`config.mk`:
```
export PLATFORM = sky130hd
export DESIGN_NAME = banner_scroll_ctrl_flat
export DESIGN_NICKNAME = d
export VERILOG_FILES = /design/src/rtl/banner_scroll_ctrl_if.sv /design/src/rtl/banner_scroll_ctrl.sv /design/src/flat_wrapper.sv
export SDC_FILE = /design/constraint.sdc
export NUM_CORES = 1
export LEC_CHECK = 0
export ABC_CLOCK_PERIOD_IN_PS = 7000
export CAP_MARGIN = 20
export CORE_UTILIZATION = 45
export CTS_BUF_LIST = sky130_fd_sc_hd__clkbuf_4
export CTS_CLUSTER_DIAMETER = 120
export DETAILED_ROUTE_END_ITERATION = 8
export GPL_ROUTABILITY_DRIVEN = 0
export MAX_ROUTING_LAYER = met4
export PLACE_DENSITY_LB_ADDON = 0.15
export SLEW_MARGIN = 30
export SYNTH_ARGS = -nofsm -noshare
export SYNTH_HDL_FRONTEND = slang
export SYNTH_SLANG_ARGS = --single-unit
```
`constraint.sdc`:
```
create_clock -name clk -period 7 [get_ports clk]
set_clock_uncertainty 0.05 [all_clocks]
set_input_delay 1.4 -clock clk [delete_from_list [all_inputs] [get_ports clk]]
set_output_delay 1.4 -clock clk [all_outputs]
set_load 0.01 [all_outputs]
```
`src/rtl/banner_scroll_ctrl_if.sv`:
```
// Bus bundle for the banner scroll controller: control levels, tick,
// message-buffer write port and the display/status outputs.
interface banner_scroll_ctrl_if;
    logic        tick;
    logic        start;
    logic        stop;
    logic        pause;
    logic        dir;
    logic [4:0]  len;
    logic        wr_en;
    logic [3:0]  wr_addr;
    logic [3:0]  wr_data;
    logic [15:0] window;
    logic [3:0]  pos;
    logic        busy;
    logic        wrap;

    // Driver side (tick generator / host)
    modport master (
        output tick, start, stop, pause, dir, len, wr_en, wr_addr, wr_data,
        input  window, pos, busy, wrap
    );

    // Controller side
    modport slave (
        input  tick, start, stop, pause, dir, len, wr_en, wr_addr, wr_data,
        output window, pos, busy, wrap
    );
endinterface

```
`src/rtl/banner_scroll_ctrl.sv`:
```
// Banner scroll controller: 16-entry hex-digit message buffer scrolled through
// a four-digit window, one step every STEP_TICKS ticks, with pause/stop control.
module banner_scroll_ctrl #(
    parameter int STEP_TICKS = 8,
    parameter int MSG_DEPTH  = 16
) (
    input  logic                clk,
    input  logic                reset,
    banner_scroll_ctrl_if.slave bus
);

    typedef enum logic [1:0] {IDLE, RUN, HOLD} state_t;

    localparam logic [7:0] CNT_LAST = 8'(STEP_TICKS - 1);

    state_t      state_q, state_d;
    logic [3:0]  pos_q, pos_d;
    logic [7:0]  cnt_q, cnt_d;
    logic [4:0]  len_q, len_d;
    logic        wrap_q, wrap_d;
    logic [15:0] window_q, window_d;
    logic [3:0]  buf_q [MSG_DEPTH];
    logic        busy;
    logic        len_ok;

    assign len_ok = (bus.len != 5'd0) && (bus.len <= 5'd16);

    // State register
    always_ff @(posedge clk or posedge reset) begin
        if (reset) state_q <= IDLE;
        else       state_q <= state_d;
    end

    // Next-state logic; stop overrides everything else
    always_comb begin
        state_d = state_q;
        if (bus.stop) begin
            state_d = IDLE;
        end else begin
            case (state_q)
                IDLE:    if (bus.start && len_ok) state_d = RUN;
                RUN:     if (bus.pause)           state_d = HOLD;
                HOLD:    if (!bus.pause)          state_d = RUN;
                default:                          state_d = IDLE;
            endcase
        end
    end

    // Output logic
    always_comb begin
        busy = (state_q == RUN) || (state_q == HOLD);
    end

    // Position / step counter / length next-state; ticks only count in RUN
    always_comb begin
        pos_d  = pos_q;
        cnt_d  = cnt_q;
        len_d  = len_q;
        wrap_d = 1'b0;
        if (!bus.stop) begin
            if (state_q == IDLE && bus.start && len_ok) begin
                pos_d = 4'd0;
                cnt_d = 8'd0;
                len_d = bus.len;
            end else if (state_q == RUN && bus.tick) begin
                if (cnt_q == CNT_LAST) begin
                    cnt_d = 8'd0;
                    if (!bus.dir) begin
                        if ({1'b0, pos_q} == len_q - 5'd1) begin
                            pos_d  = 4'd0;
                            wrap_d = 1'b1;
                        end else begin
                            pos_d = pos_q + 4'd1;
                        end
                    end else begin
                        if (pos_q == 4'd0) begin
                            pos_d  = 4'(len_q - 5'd1);
                            wrap_d = 1'b1;
                        end else begin
                            pos_d = pos_q - 4'd1;
                        end
                    end
                end else begin
                    cnt_d = cnt_q + 8'd1;
                end
            end
        end
    end

    // Window contents: walk the message from pos, wrapping at len_q (pos < len_q always holds)
    always_comb begin
        logic [4:0] idx;
        logic [4:0] nxt;
        idx      = {1'b0, pos_q};
        nxt      = 5'd0;
        window_d = 16'h0000;
        for (int k = 3; k >= 0; k--) begin
            window_d[k*4 +: 4] = buf_q[idx[3:0]];
            nxt                = idx + 5'd1;
            idx                = (nxt == len_q) ? 5'd0 : nxt;
        end
    end

    // Scroll state and registered display
    always_ff @(posedge clk or posedge reset) begin
        if (reset) begin
            pos_q    <= 4'd0;
            cnt_q    <= 8'd0;
            len_q    <= 5'd1;
            wrap_q   <= 1'b0;
            window_q <= 16'h0000;
        end else begin
            pos_q    <= pos_d;
            cnt_q    <= cnt_d;
            len_q    <= len_d;
            wrap_q   <= wrap_d;
            window_q <= window_d;
        end
    end

    // Message buffer, writable in any state
    always_ff @(posedge clk or posedge reset) begin
        if (reset) begin
            for (int i = 0; i < MSG_DEPTH; i++) buf_q[i] <= 4'h0;
        end else if (bus.wr_en) begin
            buf_q[bus.wr_addr] <= bus.wr_data;
        end
    end

    assign bus.window = window_q;
    assign bus.pos    = pos_q;
    assign bus.busy   = busy;
    assign bus.wrap   = wrap_q;

endmodule

```
`src/flat_wrapper.sv`:
```
// flat-port wrapper written by rule: the top's interface ports become plain ports
module banner_scroll_ctrl_flat 
#(
    parameter int STEP_TICKS = 8,
    parameter int MSG_DEPTH  = 16
)
  (clk, reset, bus_tick, bus_start, bus_stop, bus_pause, bus_dir, bus_len, bus_wr_en, bus_wr_addr, bus_wr_data, bus_window, bus_pos, bus_busy, bus_wrap);
  banner_scroll_ctrl_if bus_i ();
  input  logic clk;
  input  logic reset;
  input wire logic [$bits(bus_i.tick)-1:0] bus_tick;
  input wire logic [$bits(bus_i.start)-1:0] bus_start;
  input wire logic [$bits(bus_i.stop)-1:0] bus_stop;
  input wire logic [$bits(bus_i.pause)-1:0] bus_pause;
  input wire logic [$bits(bus_i.dir)-1:0] bus_dir;
  input wire logic [$bits(bus_i.len)-1:0] bus_len;
  input wire logic [$bits(bus_i.wr_en)-1:0] bus_wr_en;
  input wire logic [$bits(bus_i.wr_addr)-1:0] bus_wr_addr;
  input wire logic [$bits(bus_i.wr_data)-1:0] bus_wr_data;
  output wire logic [$bits(bus_i.window)-1:0] bus_window;
  output wire logic [$bits(bus_i.pos)-1:0] bus_pos;
  output wire logic [$bits(bus_i.busy)-1:0] bus_busy;
  output wire logic [$bits(bus_i.wrap)-1:0] bus_wrap;
  assign bus_i.tick = bus_tick;
  assign bus_i.start = bus_start;
  assign bus_i.stop = bus_stop;
  assign bus_i.pause = bus_pause;
  assign bus_i.dir = bus_dir;
  assign bus_i.len = bus_len;
  assign bus_i.wr_en = bus_wr_en;
  assign bus_i.wr_addr = bus_wr_addr;
  assign bus_i.wr_data = bus_wr_data;
  assign bus_window = bus_i.window;
  assign bus_pos = bus_i.pos;
  assign bus_busy = bus_i.busy;
  assign bus_wrap = bus_i.wrap;
  banner_scroll_ctrl #(.STEP_TICKS(STEP_TICKS), .MSG_DEPTH(MSG_DEPTH)) u_core (.clk(clk), .reset(reset), .bus(bus_i));
endmodule
```
==> summary.txt, run 1 <==
Flow run
  – Max-cap viol count: 0

Route
  – Vias: 6,077
  – DRT iter0 DRCs: 696
  – Routed wire length per instance: 22.6 µm
  – Final ANT Viol Nets: 0
  – Vias per cell: 6.46
  – WL final: 21.2 mm
  – DR pass1 iterations: 5
  – Drt drc: 0

Floorplanning
  – Die extent in y: 130 µm
  – Initial core utilization: 0.461
  – Io pins: 43
  – Die W: 130 µm
  – Core area: 15,900 µm²
  – Std cell rows: 46
  – Die area: 16,800 µm²

Synthesis
  – Syn Area/Cell: 10.4 µm²
  – Ys async rst share: 1.00
  – Synth unique cells: 83
  – Seq/Total Area, Yosys: 0.342
  – Yosys warns: 0
  – Cell accounting for the most synthesized area: dfrtp_1
  – Synth Net Count: 737
  – Count leader, synth: dfrtp_1
  – Commonest cells in the synthesized netlist: dfrtp_1, mux2_2, nand2_1
  – Post-synth EDFFs: 0
  – Yosys reg bits: 100
  – Top_reg_cell synth: dfrtp_1
  – Top-area cell type share of the netlist area: 0.338
  – Synth Instances: 706
  – Cell Area, Synth: 7320 µm²
  – Largest cells by area after synthesis: dfrtp_1, mux4_2, mux2_2

Clock tree
  – H-Tree Depth: 3
  – Setup Buffers After CTS: 0
  – Worst-Skew Late Latency: 510 ps
  – CTS tree: built
  – Clock buffer depth: 2
  – Root Buffer Master: clkbuf_4
  – CTS buffer count: 9
  – Clock-pin slew of the registers on the worst-case setup and hold paths: 170 ps
  – # clock sinks: 100

Placement
  – Port Buffer Count: 42
  – Dpl cell area: 7890 µm²
  – Dpl hpwl: 15.4 mm
  – Place WS: 538 ps

STA
  – Fin. max-slew vios: 0
  – Final period demand of the worst path: 6370 ps
  – Final-report setup violation count: 0
  – Final hold vios: 0
  – Tcrit/Tclk final: 0.909
  – Setup ws final: 634 ps
  – Unrepaired setup endpoints after global routing: false
  – Slew margin rel.: 0.313
  – Max Fclk: 157 MHz
  – Setup_tns: 0 ps
  – Slew @ Worst Pin: 1020 ps

Setup path
  – CP startpoint: u_core.bus.pos[0]
  – Worst r2r src: u_core.bus.pos[0]
  – Critical path startpoint category: flip-flop
  – Reg2Reg Setup Slack: 630 ps
  – Req. time, crit path: 7370 ps
  – Worst reg2reg path endpoint: u_core.bus.window[1]
  – Worst EP arrival: 6730 ps
  – R2R depth: 22
  – Critical Path End Type: flip-flop
  – Worst Path Max Fanout: 28
  – Capture point of the critical path: u_core.bus.window[1]
  – WS Path Type: reg2reg

Final layout
  – Share of post-route cells with drive strength above 1: 0.228
  – Final nets: 750
  – Syn-to-layout area delta: 10.1%
  – Design Area, Final: 8060 µm²

GRT
  – Global-route wire length before repair: 33.0 mm
  – Initial antenna violation count: 1
  – Vias in the first global route: 5,609
  – Grt ovf: 0
  – Total GRT Usage: 0.273
  – Largest net degree at the start of global routing: 63

Min path
  – HP Class: reg2reg

Run status
  – Status: completed
[kinds of logic after synthesis]
| logic type | share of synthesized area |
|---|---|
| flip-flops | 0.342 |
| buffers and inverters | 0.0396 |
| AND/OR/NAND/NOR | 0.152 |
| XOR/XNOR | 0.0360 |
| AO/OA/AOI/OAI | 0.149 |
| multiplexers | 0.264 |
| adder cells (fa/ha/maj) | 0.0171 |
[registers in the layout (all words and copies together) (netlist names)]
name / count
u_core.buf_q: 64
u_core.bus.window: 16
u_core.cnt_q: 8
u_core.len_q: 5
u_core.bus.pos: 4
u_core.state_q: 2
u_core.bus.wrap: 1
[metrics by stage]
| stage | instances | utilization | hold WS [ps] |
|---|---|---|---|
| 2_1_floorplan | 706 | - | 418 |
| 3_3_place_gp | 924 | 0.496 | 461 |
| 3_5_place_dp | 924 | 0.497 | 466 |
| 4_1_cts | 940 | 0.507 | 485 |
| 5_1_grt | 941 | 0.508 | 521 |
| 6_report | 941 | 0.508 | 493 |
[worst min-delay path by stage]
stage	startpoint	endpoint	slack (ps)	cells past startpoint
after CTS	u_core.cnt_q[6]	u_core.cnt_q[6]	490	1
after detailed placement	u_core.cnt_q[6]	u_core.cnt_q[6]	470	1
after floorplan	u_core.cnt_q[6]	u_core.cnt_q[6]	420	1
after global routing	u_core.cnt_q[6]	u_core.cnt_q[6]	520	1
after global placement	u_core.cnt_q[6]	u_core.cnt_q[6]	460	1
final	u_core.cnt_q[6]	u_core.cnt_q[6]	490	1
[layer usage]
layer  up-vias  wire, µm  GRT usage
met1      3041      9240      0.375
met2       298      9630      0.392
met3        47      1690     0.0636
met4         0       690      0.101
met5         -         0          -
li1       2691         -          -
[cells in the final DEF, fill, tap and decap left out, drive strengths merged, types with 10 or more instances in the layout]
master / Yosys / final
a211oi: 10 / 10
nor2: 39 / 39
nand2: 72 / 72
xnor2: 14 / 14
nand2b: 10 / 10
inv: 16 / 19
and3: 20 / 20
xor2: 11 / 11
mux4: 39 / 39
o21ai: 41 / 41
a31oi: 15 / 15
nand3: 20 / 20
clkdlybuf4s50: 0 / 42
a21oi: 12 / 12
ha: 10 / 10
mux2: 72 / 72
buf: 26 / 10
dfrtp: 99 / 99
mux2i: 24 / 24
o211ai: 12 / 12
[cell type report]
cell class	instances	area [µm²]
fill	1443	7820
multi-input combinational	539	4560
tap	216	270
antenna	1	2.50
timing repair buffer	52	495
sequential	100	2500
clock inverter	7	93.8
inverter	17	68.8
clock buffer	9	67.6
[what timing repair did]
action,in CTS,in global routing
endpoints found under the setup margin,0,2
hold buffers,0,0
resized for setup,0,2
[worst max-delay path, stage by stage, from the launching register on]
cell	delay (ps)
dfrtp_2	500
ha_1	330
xor2_2	250
xnor2_1	510
nand4_4	360
nand2_4	410
inv_4	190
ha_2	350
xnor2_1	250
and3_1	190
nand4_1	100
nand3_1	220
nand2_1	240
o21ai_4	210
inv_2	180
ha_1	370
buf_4	350
nor2_1	90
o21ai_0	330
o21ai_0	230
o32ai_1	160
a21boi_0	130
a211oi_1	250
Power of run 1 is left out: the tool's default activity adds up to more than one toggle a clock period on the data nets, which glitch-free logic cannot reach.
==> inputs of run 2 (changes only) <==
==> constraint.sdc (replaced) <==
create_clock -name clk -period 7 [get_ports clk]
set_clock_uncertainty 0.05 [all_clocks]
set_input_delay 2.1 -clock clk [delete_from_list [all_inputs] [get_ports clk]]
set_output_delay 2.1 -clock clk [all_outputs]
set_load 0.01 [all_outputs]
==> results of run 2 <==
The final DEF is identical to that of run 1. Status: completed.
Power of run 2 is left out for the same reason.
==> inputs of run 3 (changes only) <==
--- a/config.mk
+++ b/config.mk
@@ -6,14 +6,14 @@
 export NUM_CORES = 1
 export LEC_CHECK = 0
 export ABC_CLOCK_PERIOD_IN_PS = 7000
-export CAP_MARGIN = 20
 export CORE_UTILIZATION = 45
 export CTS_BUF_LIST = sky130_fd_sc_hd__clkbuf_4
 export CTS_CLUSTER_DIAMETER = 120
 export DETAILED_ROUTE_END_ITERATION = 8
 export GPL_ROUTABILITY_DRIVEN = 0
 export MAX_ROUTING_LAYER = met4
-export PLACE_DENSITY_LB_ADDON = 0.15
+export PLACE_DENSITY_LB_ADDON = 0.1
+export RECOVER_POWER = 25
 export SLEW_MARGIN = 30
 export SYNTH_ARGS = -nofsm -noshare
 export SYNTH_HDL_FRONTEND = slang
==> summary.txt, run 3 (same netlist as run 1, synthesis figures left out) <==
Final layout
  – Multi-input gate area: 4550 µm² (-0.25%)
  – Fill cells: 1,473 (+2.1%)
  – Biggest register: u_core.buf_q
  – Share of post-route cells with drive strength above 1: 0.224 (-0.00414)
  – Most common cell after layout, fill and taps aside: dfrtp_1
  – Max reg flops: 64 (unchanged)
  – Final nets: 750 (unchanged)
  – Syn-to-layout area delta: 9.65%
  – Most frequent cells in the layout: dfrtp_1, mux2_2, nand2_1, clkdlybuf4s50_1
  – Design Area, Final: 8030 µm² (-0.40%)
  – Reg area: 2500 µm² (about the same)

STA
  – Final period demand of the worst path: 6710 ps (+347 ps)
  – Setup_tns: 0 ps (unchanged)
  – Final hold vios: 0 (unchanged)
  – Slew @ Worst Pin: 3010 ps (+1980 ps)
  – Final-report setup violation count: 0 (unchanged)
  – Fin. max-slew vios: 98 (+98)
  – Tcrit/Tclk final: 0.959 (+0.0495)
  – Slew margin rel.: -1.01 (-1.33)
  – Max Fclk: 149 MHz (-5.2%)
  – Unrepaired setup endpoints after global routing: false

GRT
  – Total GRT Usage: 0.282 (+0.00912)
  – Grt ovf: 0 (unchanged)
  – Largest net degree at the start of global routing: 67 (+6.3%)
  – Vias in the first global route: 5,822 (+3.8%)
  – Initial antenna violation count: 1 (unchanged)
  – Global-route wire length before repair: 34.1 mm (+3.5%)

Flow run
  – Max-cap viol count: 2 (+2)

Floorplanning
  – Std cell rows: 46 (unchanged)
  – Initial core utilization: 0.461 (unchanged)
  – Die extent in y: 130 µm (unchanged)
  – Die W: 130 µm (unchanged)
  – Core area: 15,900 µm² (unchanged)
  – Io pins: 43 (unchanged)
  – Die area: 16,800 µm² (unchanged)

Route
  – DR pass1 iterations: 5 (unchanged)
  – Final ANT Viol Nets: 0 (unchanged)
  – Routed wire length per instance: 23.2 µm (+2.9%)
  – Drt drc: 0 (unchanged)
  – DRT iter0 DRCs: 710 (+2.0%)
  – Vias per cell: 6.48 (+0.28%)
  – Vias: 6,094 (+0.28%)
  – WL final: 21.9 mm (+2.9%)

Setup path
  – Worst EP arrival: 7060 ps (+330 ps)
  – Capture point of the critical path: u_core.bus.window[2]
  – Worst reg2reg path endpoint: u_core.bus.window[2]
  – Critical path startpoint category: flip-flop
  – WS Path Type: reg2reg
  – Reg2Reg Setup Slack: 290 ps (-350 ps)
  – Req. time, crit path: 7350 ps (-20 ps)
  – R2R depth: 21 (-4.5%)
  – CP startpoint: u_core.bus.pos[0]
  – Worst r2r src: u_core.bus.pos[0]
  – Worst Path Max Fanout: 29 (+3.6%)
  – Critical Path End Type: flip-flop

Clock tree
  – Worst-Skew Late Latency: 490 ps (-20 ps)
  – CTS buffer count: 9 (unchanged)
  – Cts hold-fix bufs: 0 (unchanged)
  – Clock buffer depth: 2 (unchanged)
  – Post_cts resized: 0 (unchanged)
  – # clock sinks: 100 (unchanged)
  – Setup Buffers After CTS: 0 (unchanged)
  – H-Tree Depth: 3 (unchanged)
  – CTS tree: built
  – Root Buffer Master: clkbuf_4
  – Clock-pin slew of the registers on the worst-case setup and hold paths: 170 ps (about the same)

Min path
  – HP Class: reg2reg
  – Worst Hold Launch: u_core.cnt_q[6]
  – Hold Path Depth: 1 (unchanged)

Placement
  – Port Buffer Count: 42 (unchanged)
  – Dpl cell area: 7890 µm² (unchanged)
  – Dpl hpwl: 15.8 mm (+2.6%)

Run status
  – Status: finished with violations
  – Failing checks: capacitance limit, slew limit
run 3: area by class of cell:
type | instances | share of cell area
Clock inverter | 6 | 0.00888
Antenna cell | 1 | 0.000312
Sequential cell | 100 | 0.312
Tap cell | 216 | 0.0337
Inverter | 17 | 0.00841
Timing Repair Buffer | 52 | 0.0612
Multi-Input combinational cell | 539 | 0.566
Clock buffer | 10 | 0.00935
run 3: layer usage:
metal	GRT usage	up-vias	part of all wire
met3	0.0467	44	0.076
li1	-	2690	-
met4	0.102	0	0.029
met5	-	-	0
met1	0.388	3052	0.44
met2	0.420	308	0.45
run 3: worst min-delay path by stage:
| stage | end | slack (ps) |
|---|---|---|
| global placement | u_core.cnt_q[6] | 460 |
| detailed placement | u_core.cnt_q[6] | 450 |
| floorplan | u_core.cnt_q[6] | 420 |
| CTS | u_core.cnt_q[6] | 480 |
| finish | u_core.cnt_q[6] | 470 |
| global route | u_core.cnt_q[6] | 510 |
run 3: metrics by stage:
| step | util | setup slack, ps | hold WS (ps) | cells |
|---|---|---|---|---|
| global placement | 0.496 | 831 | 464 | 924 |
| CTS | 0.506 | 515 | 480 | 940 |
| detailed placement | 0.497 | 555 | 455 | 924 |
| finish | 0.506 | 288 | 473 | 941 |
| floorplan | - | 42.7 | 418 | 706 |
| global route | 0.506 | 72.6 | 506 | 941 |
run 3: worst max-delay path, cell delays in order, from the launching register on:
cell and delay (ps):
dfrtp_1 540, ha_1 360, xor2_2 410, xnor2_1 230, nand4_2 250, nand2_4 240
inv_4 310, ha_1 490, nor4bb_1 390, a31oi_1 150, a211oi_4 400, o211ai_4 200
o21ai_0 210, inv_1 180, ha_1 320, buf_4 330, xnor2_1 170, o221ai_1 140
a211oi_1 360, o2111ai_2 330, mux2_2 360, a31o_1 180
Power of run 3 is left out for the same reason.
